<file path="src/rtl/bridge_seq_pkg.sv">
// ---------------------------------------------------------------------------
// bridge_seq_pkg: command codes, state encodings and leg patterns. Rev 1.0
// ---------------------------------------------------------------------------
`default_nettype none

package bridge_seq_pkg;

  typedef enum logic [2:0] {
    CMD_PAUSE = 3'd0,
    CMD_PLUS  = 3'd1,
    CMD_MINUS = 3'd2,
    CMD_BALP  = 3'd3,
    CMD_BALN  = 3'd4,
    CMD_START = 3'd5,
    CMD_SHUT  = 3'd6,
    CMD_DIS   = 3'd7
  } cmd_code_t;

  typedef enum logic [3:0] {
    RX_IDLE  = 4'd0,
    RX_PAUSE = 4'd1,
    RX_START = 4'd2,
    RX_DIS0  = 4'd3,
    RX_DIS1  = 4'd4,
    RX_DIS2  = 4'd5,
    RX_DIS3  = 4'd6,
    RX_CLR   = 4'd7,
    RX_ERROR = 4'd8
  } rx_state_t;

  typedef enum logic [1:0] {
    S_IDLE    = 2'd0,
    S_WAIT_PC = 2'd1,
    S_WAIT_ST = 2'd2
  } start_state_t;

  typedef struct packed {
    logic [3:0] top;
    logic [3:0] bot;
  } leg_pattern_t;

  localparam leg_pattern_t PAT_OFF   = '{top: 4'b0000, bot: 4'b0000};
  localparam leg_pattern_t PAT_PLUS  = '{top: 4'b0001, bot: 4'b0010};
  localparam leg_pattern_t PAT_MINUS = '{top: 4'b0010, bot: 4'b0001};
  localparam leg_pattern_t PAT_BALP  = '{top: 4'b0100, bot: 4'b1000};
  localparam leg_pattern_t PAT_BALN  = '{top: 4'b1000, bot: 4'b0100};

endpackage

`default_nettype wire

</file>
<file path="src/rtl/bridge_deadtime.sv">
// ---------------------------------------------------------------------------
// bridge_deadtime: inserts an all-off gap between differing leg patterns. Rev 1.0
// ---------------------------------------------------------------------------
`default_nettype none

module bridge_deadtime
  import bridge_seq_pkg::*;
#(
  parameter int unsigned DEADTIME_CYC = 50,
  parameter int unsigned TW           = 32
) (
  input  logic       clk,
  input  logic       rstn,
  input  logic       req_valid,
  input  logic [7:0] req_pattern,
  input  logic       kill,
  output logic [7:0] gates_out
);

  localparam logic [TW-1:0] DT_LOAD = TW'(DEADTIME_CYC);

  leg_pattern_t  req;
  leg_pattern_t  gates_q, gates_d;
  leg_pattern_t  pending_q, pending_d;
  logic          pending_valid_q, pending_valid_d;
  logic [TW-1:0] cnt_q, cnt_d;

  assign req       = leg_pattern_t'(req_pattern);
  assign gates_out = gates_q;

  always_comb begin
    gates_d         = gates_q;
    pending_d       = pending_q;
    pending_valid_d = pending_valid_q;
    cnt_d           = cnt_q;

    if (pending_valid_q) begin
      if (cnt_q <= TW'(1)) begin
        gates_d         = pending_q;
        pending_d       = PAT_OFF;
        pending_valid_d = 1'b0;
        cnt_d           = '0;
      end else begin
        cnt_d = cnt_q - TW'(1);
      end
    end

    if (kill || (req_valid && req == PAT_OFF)) begin
      gates_d         = PAT_OFF;
      pending_d       = PAT_OFF;
      pending_valid_d = 1'b0;
      cnt_d           = '0;
    end else if (req_valid) begin
      // During a gap the newest request replaces the pending one without restarting it
      if (pending_valid_q) begin
        if (cnt_q <= TW'(1)) begin
          gates_d = req;
        end else begin
          pending_d = req;
        end
      end else if (gates_q == PAT_OFF || gates_q == req || DEADTIME_CYC == 0) begin
        gates_d = req;
      end else begin
        gates_d         = PAT_OFF;
        pending_d       = req;
        pending_valid_d = 1'b1;
        cnt_d           = DT_LOAD;
      end
    end
  end

  always_ff @(posedge clk or negedge rstn) begin
    if (!rstn) begin
      gates_q         <= PAT_OFF;
      pending_q       <= PAT_OFF;
      pending_valid_q <= 1'b0;
      cnt_q           <= '0;
    end else begin
      gates_q         <= gates_d;
      pending_q       <= pending_d;
      pending_valid_q <= pending_valid_d;
      cnt_q           <= cnt_d;
    end
  end

endmodule

`default_nettype wire

</file>
<file path="src/rtl/bridge_seq_ctrl.sv">
// ---------------------------------------------------------------------------
// bridge_seq_ctrl: H-bridge command decoder, start sequencer, faults, LEDs. Rev 1.0
// ---------------------------------------------------------------------------
`default_nettype none

module bridge_seq_ctrl
  import bridge_seq_pkg::*;
#(
  parameter int unsigned         N_FAULT         = 8,
  parameter logic [N_FAULT-1:0]  FAULT_MASK      = '1,
  parameter int unsigned         PRECHARGE_CYC   = 750000000,
  parameter int unsigned         SETTLE_CYC      = 50000000,
  parameter int unsigned         DEADTIME_CYC    = 50,
  parameter int unsigned         SEQ_TIMEOUT_CYC = 5000000,
  parameter int unsigned         LED_NORMAL      = 50000000,
  parameter int unsigned         LED_ERROR       = 6250000,
  parameter int unsigned         TW              = 32
) (
  input  logic               clk,
  input  logic               rstn,
  input  logic               bus_clk,
  input  logic [2:0]         bus_data,
  input  logic [N_FAULT-1:0] fault,
  output logic [3:0]         o_top,
  output logic [3:0]         o_bot,
  output logic               o_plus,
  output logic               o_minus,
  output logic               o_pause_p,
  output logic               o_pause_n,
  output logic               o_st,
  output logic               o_ch,
  output logic               o_fan,
  output logic               o_break,
  output logic [N_FAULT-1:0] fault_latch,
  output logic               led_ready,
  output logic               led_done
);

  if (((PRECHARGE_CYC | SETTLE_CYC | DEADTIME_CYC | SEQ_TIMEOUT_CYC |
        LED_NORMAL | LED_ERROR) >> TW) != 0) begin : g_tw_check
    $error("bridge_seq_ctrl: a cycle parameter does not fit in TW bits");
  end

  localparam logic [TW-1:0] PRE_LD  = TW'(PRECHARGE_CYC);
  localparam logic [TW-1:0] SET_LD  = TW'(SETTLE_CYC);
  localparam logic [TW-1:0] SEQ_LD  = TW'(SEQ_TIMEOUT_CYC);
  localparam logic [TW-1:0] LEDN_LD = TW'(LED_NORMAL);
  localparam logic [TW-1:0] LEDE_LD = TW'(LED_ERROR);

  logic               bus_clk_q;
  rx_state_t          rx_q, rx_d;
  start_state_t       start_q, start_d;
  logic [TW-1:0]      timer_q, timer_d, timer_dec;
  logic [TW-1:0]      gap_q, gap_d;
  logic [TW-1:0]      led_cnt_q, led_cnt_d;
  logic [3:0]         mode_q, mode_d;  // {pause_n, pause_p, minus, plus}
  logic               st_q, st_d, ch_q, ch_d, fan_q, fan_d, brk_q, brk_d;
  logic               led_q, led_d, done_q, done_d;
  logic [N_FAULT-1:0] latch_q, latch_d;

  logic               strobe, run_ok, req_valid, kill;
  leg_pattern_t       req_pattern, gates;
  logic [7:0]         gates_w;
  cmd_code_t          sym;
  logic [N_FAULT-1:0] trip;

  assign strobe = bus_clk_q & ~bus_clk;
  assign sym    = cmd_code_t'(bus_data);
  assign trip   = fault & FAULT_MASK;
  assign run_ok = (start_q == S_IDLE) && st_q && !ch_q;

  always_comb begin
    rx_d        = rx_q;
    start_d     = start_q;
    mode_d      = mode_q;
    st_d        = st_q;
    ch_d        = ch_q;
    fan_d       = fan_q;
    brk_d       = brk_q;
    latch_d     = latch_q;
    req_valid   = 1'b0;
    req_pattern = PAT_OFF;
    kill        = 1'b0;
    timer_dec   = (timer_q == '0) ? '0 : timer_q - TW'(1);
    timer_d     = timer_dec;
    gap_d       = (gap_q == '0) ? '0 : gap_q - TW'(1);

    // Phases end in the cycle the timer reaches zero, so each phase lasts exactly its load value
    case (start_q)
      S_WAIT_PC: if (timer_dec == '0) begin
        st_d    = 1'b1;
        timer_d = SET_LD;
        start_d = S_WAIT_ST;
      end
      S_WAIT_ST: if (timer_dec == '0) begin
        ch_d    = 1'b0;
        start_d = S_IDLE;
      end
      default: ;
    endcase

    if (strobe) begin
      gap_d = SEQ_LD;
      rx_d  = RX_IDLE;
      case (rx_q)
        RX_IDLE: begin
          case (sym)
            CMD_PAUSE: rx_d = RX_PAUSE;
            CMD_PLUS:  if (run_ok) begin req_valid = 1'b1; req_pattern = PAT_PLUS;  mode_d = 4'b0001; end
            CMD_MINUS: if (run_ok) begin req_valid = 1'b1; req_pattern = PAT_MINUS; mode_d = 4'b0010; end
            CMD_BALP:  if (run_ok) begin req_valid = 1'b1; req_pattern = PAT_BALP;  mode_d = 4'b0100; end
            CMD_BALN:  if (run_ok) begin req_valid = 1'b1; req_pattern = PAT_BALN;  mode_d = 4'b1000; end
            CMD_START: if (start_q == S_IDLE) rx_d = RX_START;
            CMD_DIS:   if (start_q == S_IDLE) rx_d = RX_DIS0;
            CMD_SHUT: begin
              kill    = 1'b1;
              mode_d  = 4'b0000;
              st_d    = 1'b0;
              ch_d    = 1'b0;
              fan_d   = 1'b0;
              start_d = S_IDLE;
              timer_d = '0;
            end
            default: ;
          endcase
        end
        RX_PAUSE: if (sym == CMD_PAUSE) begin
          req_valid = 1'b1;
          mode_d    = 4'b0000;
        end
        RX_START: if (sym == CMD_PAUSE) begin
          req_valid = 1'b1;
          fan_d     = 1'b1;
          ch_d      = 1'b1;
          st_d      = 1'b0;
          timer_d   = PRE_LD;
          start_d   = S_WAIT_PC;
        end
        RX_DIS0: if (sym == CMD_PAUSE) rx_d = RX_DIS1;
        RX_DIS1: if (sym == CMD_DIS)   rx_d = RX_DIS2;
        RX_DIS2: if (sym == CMD_PAUSE) rx_d = RX_DIS3;
        RX_DIS3: if (!st_q && !ch_q) begin
          if (sym == CMD_PLUS) begin
            req_valid = 1'b1; req_pattern = PAT_PLUS; mode_d = 4'b0001;
          end else if (sym == CMD_BALP) begin
            req_valid = 1'b1; req_pattern = PAT_BALP; mode_d = 4'b0001;
          end
        end
        RX_ERROR: rx_d = (sym == CMD_SHUT) ? RX_CLR : RX_ERROR;
        RX_CLR: begin
          if (sym == CMD_SHUT && trip == '0) begin
            latch_d = '0;
            brk_d   = 1'b0;
            rx_d    = RX_IDLE;
          end else begin
            rx_d = RX_ERROR;
          end
        end
        default: ;
      endcase
    end else if (gap_q == '0) begin
      case (rx_q)
        RX_PAUSE, RX_START, RX_DIS0, RX_DIS1, RX_DIS2, RX_DIS3: rx_d = RX_IDLE;
        RX_CLR:  rx_d = RX_ERROR;
        default: ;
      endcase
    end

    if (trip != '0) begin
      kill      = 1'b1;
      req_valid = 1'b0;
      mode_d    = 4'b0000;
      st_d      = 1'b0;
      ch_d      = 1'b0;
      fan_d     = 1'b1;
      brk_d     = 1'b1;
      start_d   = S_IDLE;
      timer_d   = '0;
      rx_d      = RX_ERROR;
    end
    latch_d = latch_d | fault;

    if (led_cnt_q <= TW'(1)) begin
      led_cnt_d = (rx_q == RX_ERROR) ? LEDE_LD : LEDN_LD;
      led_d     = ~led_q;
    end else begin
      led_cnt_d = led_cnt_q - TW'(1);
      led_d     = led_q;
    end
    done_d = (rx_d == RX_IDLE);
  end

  always_ff @(posedge clk or negedge rstn) begin
    if (!rstn) begin
      bus_clk_q <= 1'b0;
      rx_q      <= RX_IDLE;
      start_q   <= S_IDLE;
      timer_q   <= '0;
      gap_q     <= '0;
      led_cnt_q <= '0;
      mode_q    <= 4'b0000;
      st_q      <= 1'b0;
      ch_q      <= 1'b0;
      fan_q     <= 1'b0;
      brk_q     <= 1'b0;
      latch_q   <= '0;
      led_q     <= 1'b0;
      done_q    <= 1'b0;
    end else begin
      bus_clk_q <= bus_clk;
      rx_q      <= rx_d;
      start_q   <= start_d;
      timer_q   <= timer_d;
      gap_q     <= gap_d;
      led_cnt_q <= led_cnt_d;
      mode_q    <= mode_d;
      st_q      <= st_d;
      ch_q      <= ch_d;
      fan_q     <= fan_d;
      brk_q     <= brk_d;
      latch_q   <= latch_d;
      led_q     <= led_d;
      done_q    <= done_d;
    end
  end

  bridge_deadtime #(
    .DEADTIME_CYC (DEADTIME_CYC),
    .TW           (TW)
  ) u_deadtime (
    .clk         (clk),
    .rstn        (rstn),
    .req_valid   (req_valid),
    .req_pattern (req_pattern),
    .kill        (kill),
    .gates_out   (gates_w)
  );

  assign gates       = leg_pattern_t'(gates_w);
  assign o_top       = gates.top;
  assign o_bot       = gates.bot;
  assign o_plus      = mode_q[0];
  assign o_minus     = mode_q[1];
  assign o_pause_p   = mode_q[2];
  assign o_pause_n   = mode_q[3];
  assign o_st        = st_q;
  assign o_ch        = ch_q;
  assign o_fan       = fan_q;
  assign o_break     = brk_q;
  assign fault_latch = latch_q;
  assign led_ready   = led_q;
  assign led_done    = done_q;

endmodule

`default_nettype wire

</file>
<file path="config.mk">
export PLATFORM = sky130hd
export DESIGN_NAME = bridge_seq_ctrl
export DESIGN_NICKNAME = d
export VERILOG_FILES = /design/src/rtl/bridge_seq_pkg.sv /design/src/rtl/bridge_deadtime.sv /design/src/rtl/bridge_seq_ctrl.sv
export SDC_FILE = /design/constraint.sdc
export NUM_CORES = 1
export LEC_CHECK = 0
export BUFFER_PORTS_ARGS = -buffer_cell sky130_fd_sc_hd__buf_2
export CAP_MARGIN = 20
export CORE_ASPECT_RATIO = 1.25
export CORE_MARGIN = 2
export CORE_UTILIZATION = 45
export CTS_CLUSTER_DIAMETER = 50
export DETAILED_ROUTE_END_ITERATION = 6
export MAX_ROUTING_LAYER = met4
export SLEW_MARGIN = 20
export SYNTH_ARGS = -nofsm -noshare
export SYNTH_HDL_FRONTEND = slang
export SYNTH_SLANG_ARGS = --single-unit
</file>
<file path="constraint.sdc">
create_clock -name clk -period 3 [get_ports clk]
set_input_delay 0.6 -clock clk [delete_from_list [all_inputs] [get_ports clk]]
set_output_delay 0.6 -clock clk [all_outputs]
set_load 0.005 [all_outputs]
</file>
==> results.md <==
* Outcome: complete, no violations
* Flip-flop and latch count after synthesis at 170
* Max transition margin at 44.25%
* Routability-driven placement congestion ratio at 0.9128
* Insertion delay of the later-clocked pin in the worst-skew pair at 430 ps
* Commonest non-fill, non-tap cells in the layout: 170 x sky130_fd_sc_hd__dfrtp_1, 160 x sky130_fd_sc_hd__nor2_1, 87 x sky130_fd_sc_hd__buf_4
* Total of max-cap violations at 0
* 1st-pass router iterations at 6
* Nets in the synthesized netlist at 1054
* Worst Hold Margin at 136.0 ps
* First-pass GRT wire length at 36.98 mm
* Maximum number of buffers from clock root to sink at 2
* Count of input and output buffers at 39
* Type of destination of the critical path: flop
* Post-DRT Antenna Nets at 0
* TritonCTS Buffers at 17
* Post-synth top flop: sky130_fd_sc_hd__dfrtp_1
* Synthesis-to-finish area growth at 19.43%
* Clock tree from TritonCTS: done
* Total count of max-transition violations in the final report at 0
* Area of the die at 0.02185 mm²
* Filler cells at 1929
* Placed cells at 1389
* Count of warnings emitted by yosys at 0
* CP Data Required Time at 3350 ps
* GRT Resource Usage Total at 21.55%
* Power consumption at 0.004870 W
* Areal power density over the cells at 438.2 mW/mm²
* H-tree depth reported by CTS at 4
* Min Clock Period, post-route at 2962 ps
* Leakage at 4.798 nW
* Worst Path Class, Setup: flop to flop
* Post-Syn Area per Cell at 9.042 µm²
* Post-CTS setup buffer count at 0
* Final Hold Vio Count at 0
* Part of the Yosys area used for sequential elements at 45.72%
* Core region area at 0.02017 mm²
* Biggest fanout along the worst timing path at 4
* Effective utilization at floorplan at 46.12%
* Cells taking the most area after synthesis: sky130_fd_sc_hd__dfrtp_1 46%, sky130_fd_sc_hd__xnor2_1 7.0%, sky130_fd_sc_hd__nor2_1 6.5%, sky130_fd_sc_hd__nand2_1 3.3%, sky130_fd_sc_hd__xor2_1 3.2%
* Number of distinct library cells after synthesis at 69
* Count of non-filler cells in the finished layout at 1421
* Number of global-route vias before repair at 7408
* Post-route cell area at 0.01111 mm²
* Proportion of netlist area held by the largest area contributor at 45.72%
* Signal arrival time at the worst endpoint at 3320 ps
* Sinks on Clock Net at 170
* Critical path startpoint category: flop
* DRC violation count after routing at 0
* Overall routed net length at 22.38 mm
* Clock skew after layout at 10.27 ps
* Cell Area, Synth at 0.009304 mm²
* Cell accounting for the most synthesized area: sky130_fd_sc_hd__dfrtp_1
* Total via count after detailed routing at 7774
* Count of final setup violators at 0
* Drt first-iter violations at 477
* Max VDD drop at 0.0003846 V
* EDFF count, synth at 0
* Post-layout net count at 1163
* Most common cell after layout, fill and taps aside: sky130_fd_sc_hd__dfrtp_1
* Register clock-pin slew on the reported worst setup and hold paths at 70 ps
* Placed inst area at 0.01042 mm²
* Cells after synthesis at 1029
* Pin slew with the least headroom to its limit at 823.2 ps
* Sum of net half-perimeters after detailed placement at 16.25 mm
* Cell at the root of the clock tree: sky130_fd_sc_hd__clkbuf_16
* Max frequency at 0.3377 GHz
* Fraction of layout cells with a size suffix above 1 at 16.25%
* Antenna violations before repair at 0
* Class of the tightest hold or removal check: primary input to asynchronous set/reset pin
* Average vias per placed instance at 5.471
* Width of the chip at 132.6 µm
* Antenna diode count at 0
* Pin count of the biggest net entering global routing at 63
* Overall overflow remaining after global route at 0
* Floorplan row count at 58
* Ports at 40
* Setup repair after global routing missed its margin: yes
* Fraction of registers with async set or reset after synthesis at 100.0%
* Post-route clock period utilization at 98.72%
* Height of the die at 164.8 µm
* Average wire per cell in the routed design at 15.75 µm
-- critical path: stages, from the launching register on --
cell	delay [ps]
sky130_fd_sc_hd__dfrtp_1	380
sky130_fd_sc_hd__buf_6	120
sky130_fd_sc_hd__or4_4	510
sky130_fd_sc_hd__o31a_1	260
sky130_fd_sc_hd__or4b_1	530
sky130_fd_sc_hd__or4b_4	510
sky130_fd_sc_hd__nor4_4	160
sky130_fd_sc_hd__a21oi_2	130
sky130_fd_sc_hd__nand3b_4	200
sky130_fd_sc_hd__nand3_1	100
-- worst paths after layout --
| check | start | to | slack, ps | depth (start not counted) |
|---|---|---|---|---|
| max | timer_q[1] | timer_q[20] | 40 | 9 |
| min reg2reg | led_ready | led_ready | 460 | 1 |
| max in group asynchronous | rstn | u_deadtime.pending_q[7] | 2130 | 2 |
| min in group clk | bus_clk | bus_clk_q | 310 | 1 |
| max reg2reg | timer_q[1] | timer_q[20] | 40 | 9 |
| min | rstn | led_cnt_q[2] | 140 | 1 |
-- through the flow --
stage / TNS, ps / utilization (%) / worst slack (ps)
final: 0 / 55.08 / 38.37
after global placement: 0 / 51.66 / 5.866
after global routing: -151.9 / 55.08 / -29.77
after detailed placement: -715.4 / 51.66 / -88.41
after floorplan: 0 / - / 39.63
after CTS: 0 / 54.68 / 11.70
-- cells in the mapped netlist (4+ instances only) --
| cell type | instances |
|---|---|
| sky130_fd_sc_hd__a2111oi_0 | 4 |
| sky130_fd_sc_hd__a21o_1 | 10 |
| sky130_fd_sc_hd__a21oi_1 | 54 |
| sky130_fd_sc_hd__a22oi_1 | 6 |
| sky130_fd_sc_hd__a31oi_1 | 7 |
| sky130_fd_sc_hd__and2_1 | 10 |
| sky130_fd_sc_hd__and3_1 | 7 |
| sky130_fd_sc_hd__and4b_1 | 4 |
| sky130_fd_sc_hd__buf_2 | 6 |
| sky130_fd_sc_hd__clkbuf_1 | 32 |
| sky130_fd_sc_hd__dfrtp_1 | 170 |
| sky130_fd_sc_hd__ha_1 | 11 |
| sky130_fd_sc_hd__inv_1 | 26 |
| sky130_fd_sc_hd__mux2i_1 | 11 |
| sky130_fd_sc_hd__nand2_1 | 81 |
| sky130_fd_sc_hd__nand2b_1 | 8 |
| sky130_fd_sc_hd__nand3_1 | 40 |
| sky130_fd_sc_hd__nand3b_1 | 6 |
| sky130_fd_sc_hd__nand4_1 | 19 |
| sky130_fd_sc_hd__nor2_1 | 160 |
| sky130_fd_sc_hd__nor2b_1 | 7 |
| sky130_fd_sc_hd__nor3_1 | 53 |
| sky130_fd_sc_hd__nor3b_1 | 7 |
| sky130_fd_sc_hd__nor4_1 | 34 |
| sky130_fd_sc_hd__o21ai_0 | 19 |
| sky130_fd_sc_hd__o21ai_1 | 15 |
| sky130_fd_sc_hd__o31a_1 | 4 |
| sky130_fd_sc_hd__o31ai_1 | 7 |
| sky130_fd_sc_hd__o32ai_1 | 4 |
| sky130_fd_sc_hd__or2_2 | 4 |
| sky130_fd_sc_hd__or3_1 | 18 |
| sky130_fd_sc_hd__or4_1 | 17 |
| sky130_fd_sc_hd__xnor2_1 | 74 |
| sky130_fd_sc_hd__xor2_1 | 34 |
-- sequential cells by signal, summed over array words and instances (netlist names), 2 cells and up --
signal and cells:
mode_q 4, rx_q 4, led_cnt_q 32, u_deadtime.cnt_q 32
gap_q 32, fault_latch 8, timer_q 32, start_q 2
u_deadtime.pending_q 8, u_deadtime.gates_out 8
-- where the power goes --
group          leakage [nW]  total (W)  switching (W)  internal [W]
logic                  2.31   0.000251       0.000155     0.0000966
clock network         0.291    0.00224       0.000952       0.00128
registers              2.19    0.00238      0.0000424       0.00234
-- cell type report --
class / count / area (µm²) / area share [%]
inverters: 26 / 97.59 / 0.8783
flip-flops and latches: 170 / 4254 / 38.28
well taps: 270 / 337.8 / 3.040
repair buffers: 131 / 945.9 / 8.513
multi-input cells: 792 / 4881 / 43.93
clock buffers: 20 / 456.7 / 4.110
clock inverters: 12 / 138.9 / 1.250
-- layer usage --
| layer | global-route usage (%) | wire (µm) | vias to the layer above |
|---|---|---|---|
| met5 | - | 0 | - |
| met4 | 6.256 | 351 | 0 |
| met3 | 3.284 | 548 | 29 |
| met2 | 35.70 | 10910 | 133 |
| met1 | 27.65 | 10570 | 3733 |
| li1 | - | - | 3879 |
-- what timing repair did --
| item | CTS | global route |
|---|---|---|
| hold buffers | 0 | 0 |
| setup endpoints to repair | 5 | 56 |
| resized for setup | 2 | 16 |
-- cell families after synthesis --
family	synth area share, %
AO/OA/AOI/OAI	11.24
XOR/XNOR	10.17
adder cells (fa/ha/maj)	1.479
buffers and inverters	2.784
flip-flops	45.72
multiplexers	1.305
AND/OR/NAND/NOR	27.30
(Power assumes the default switching activity.)
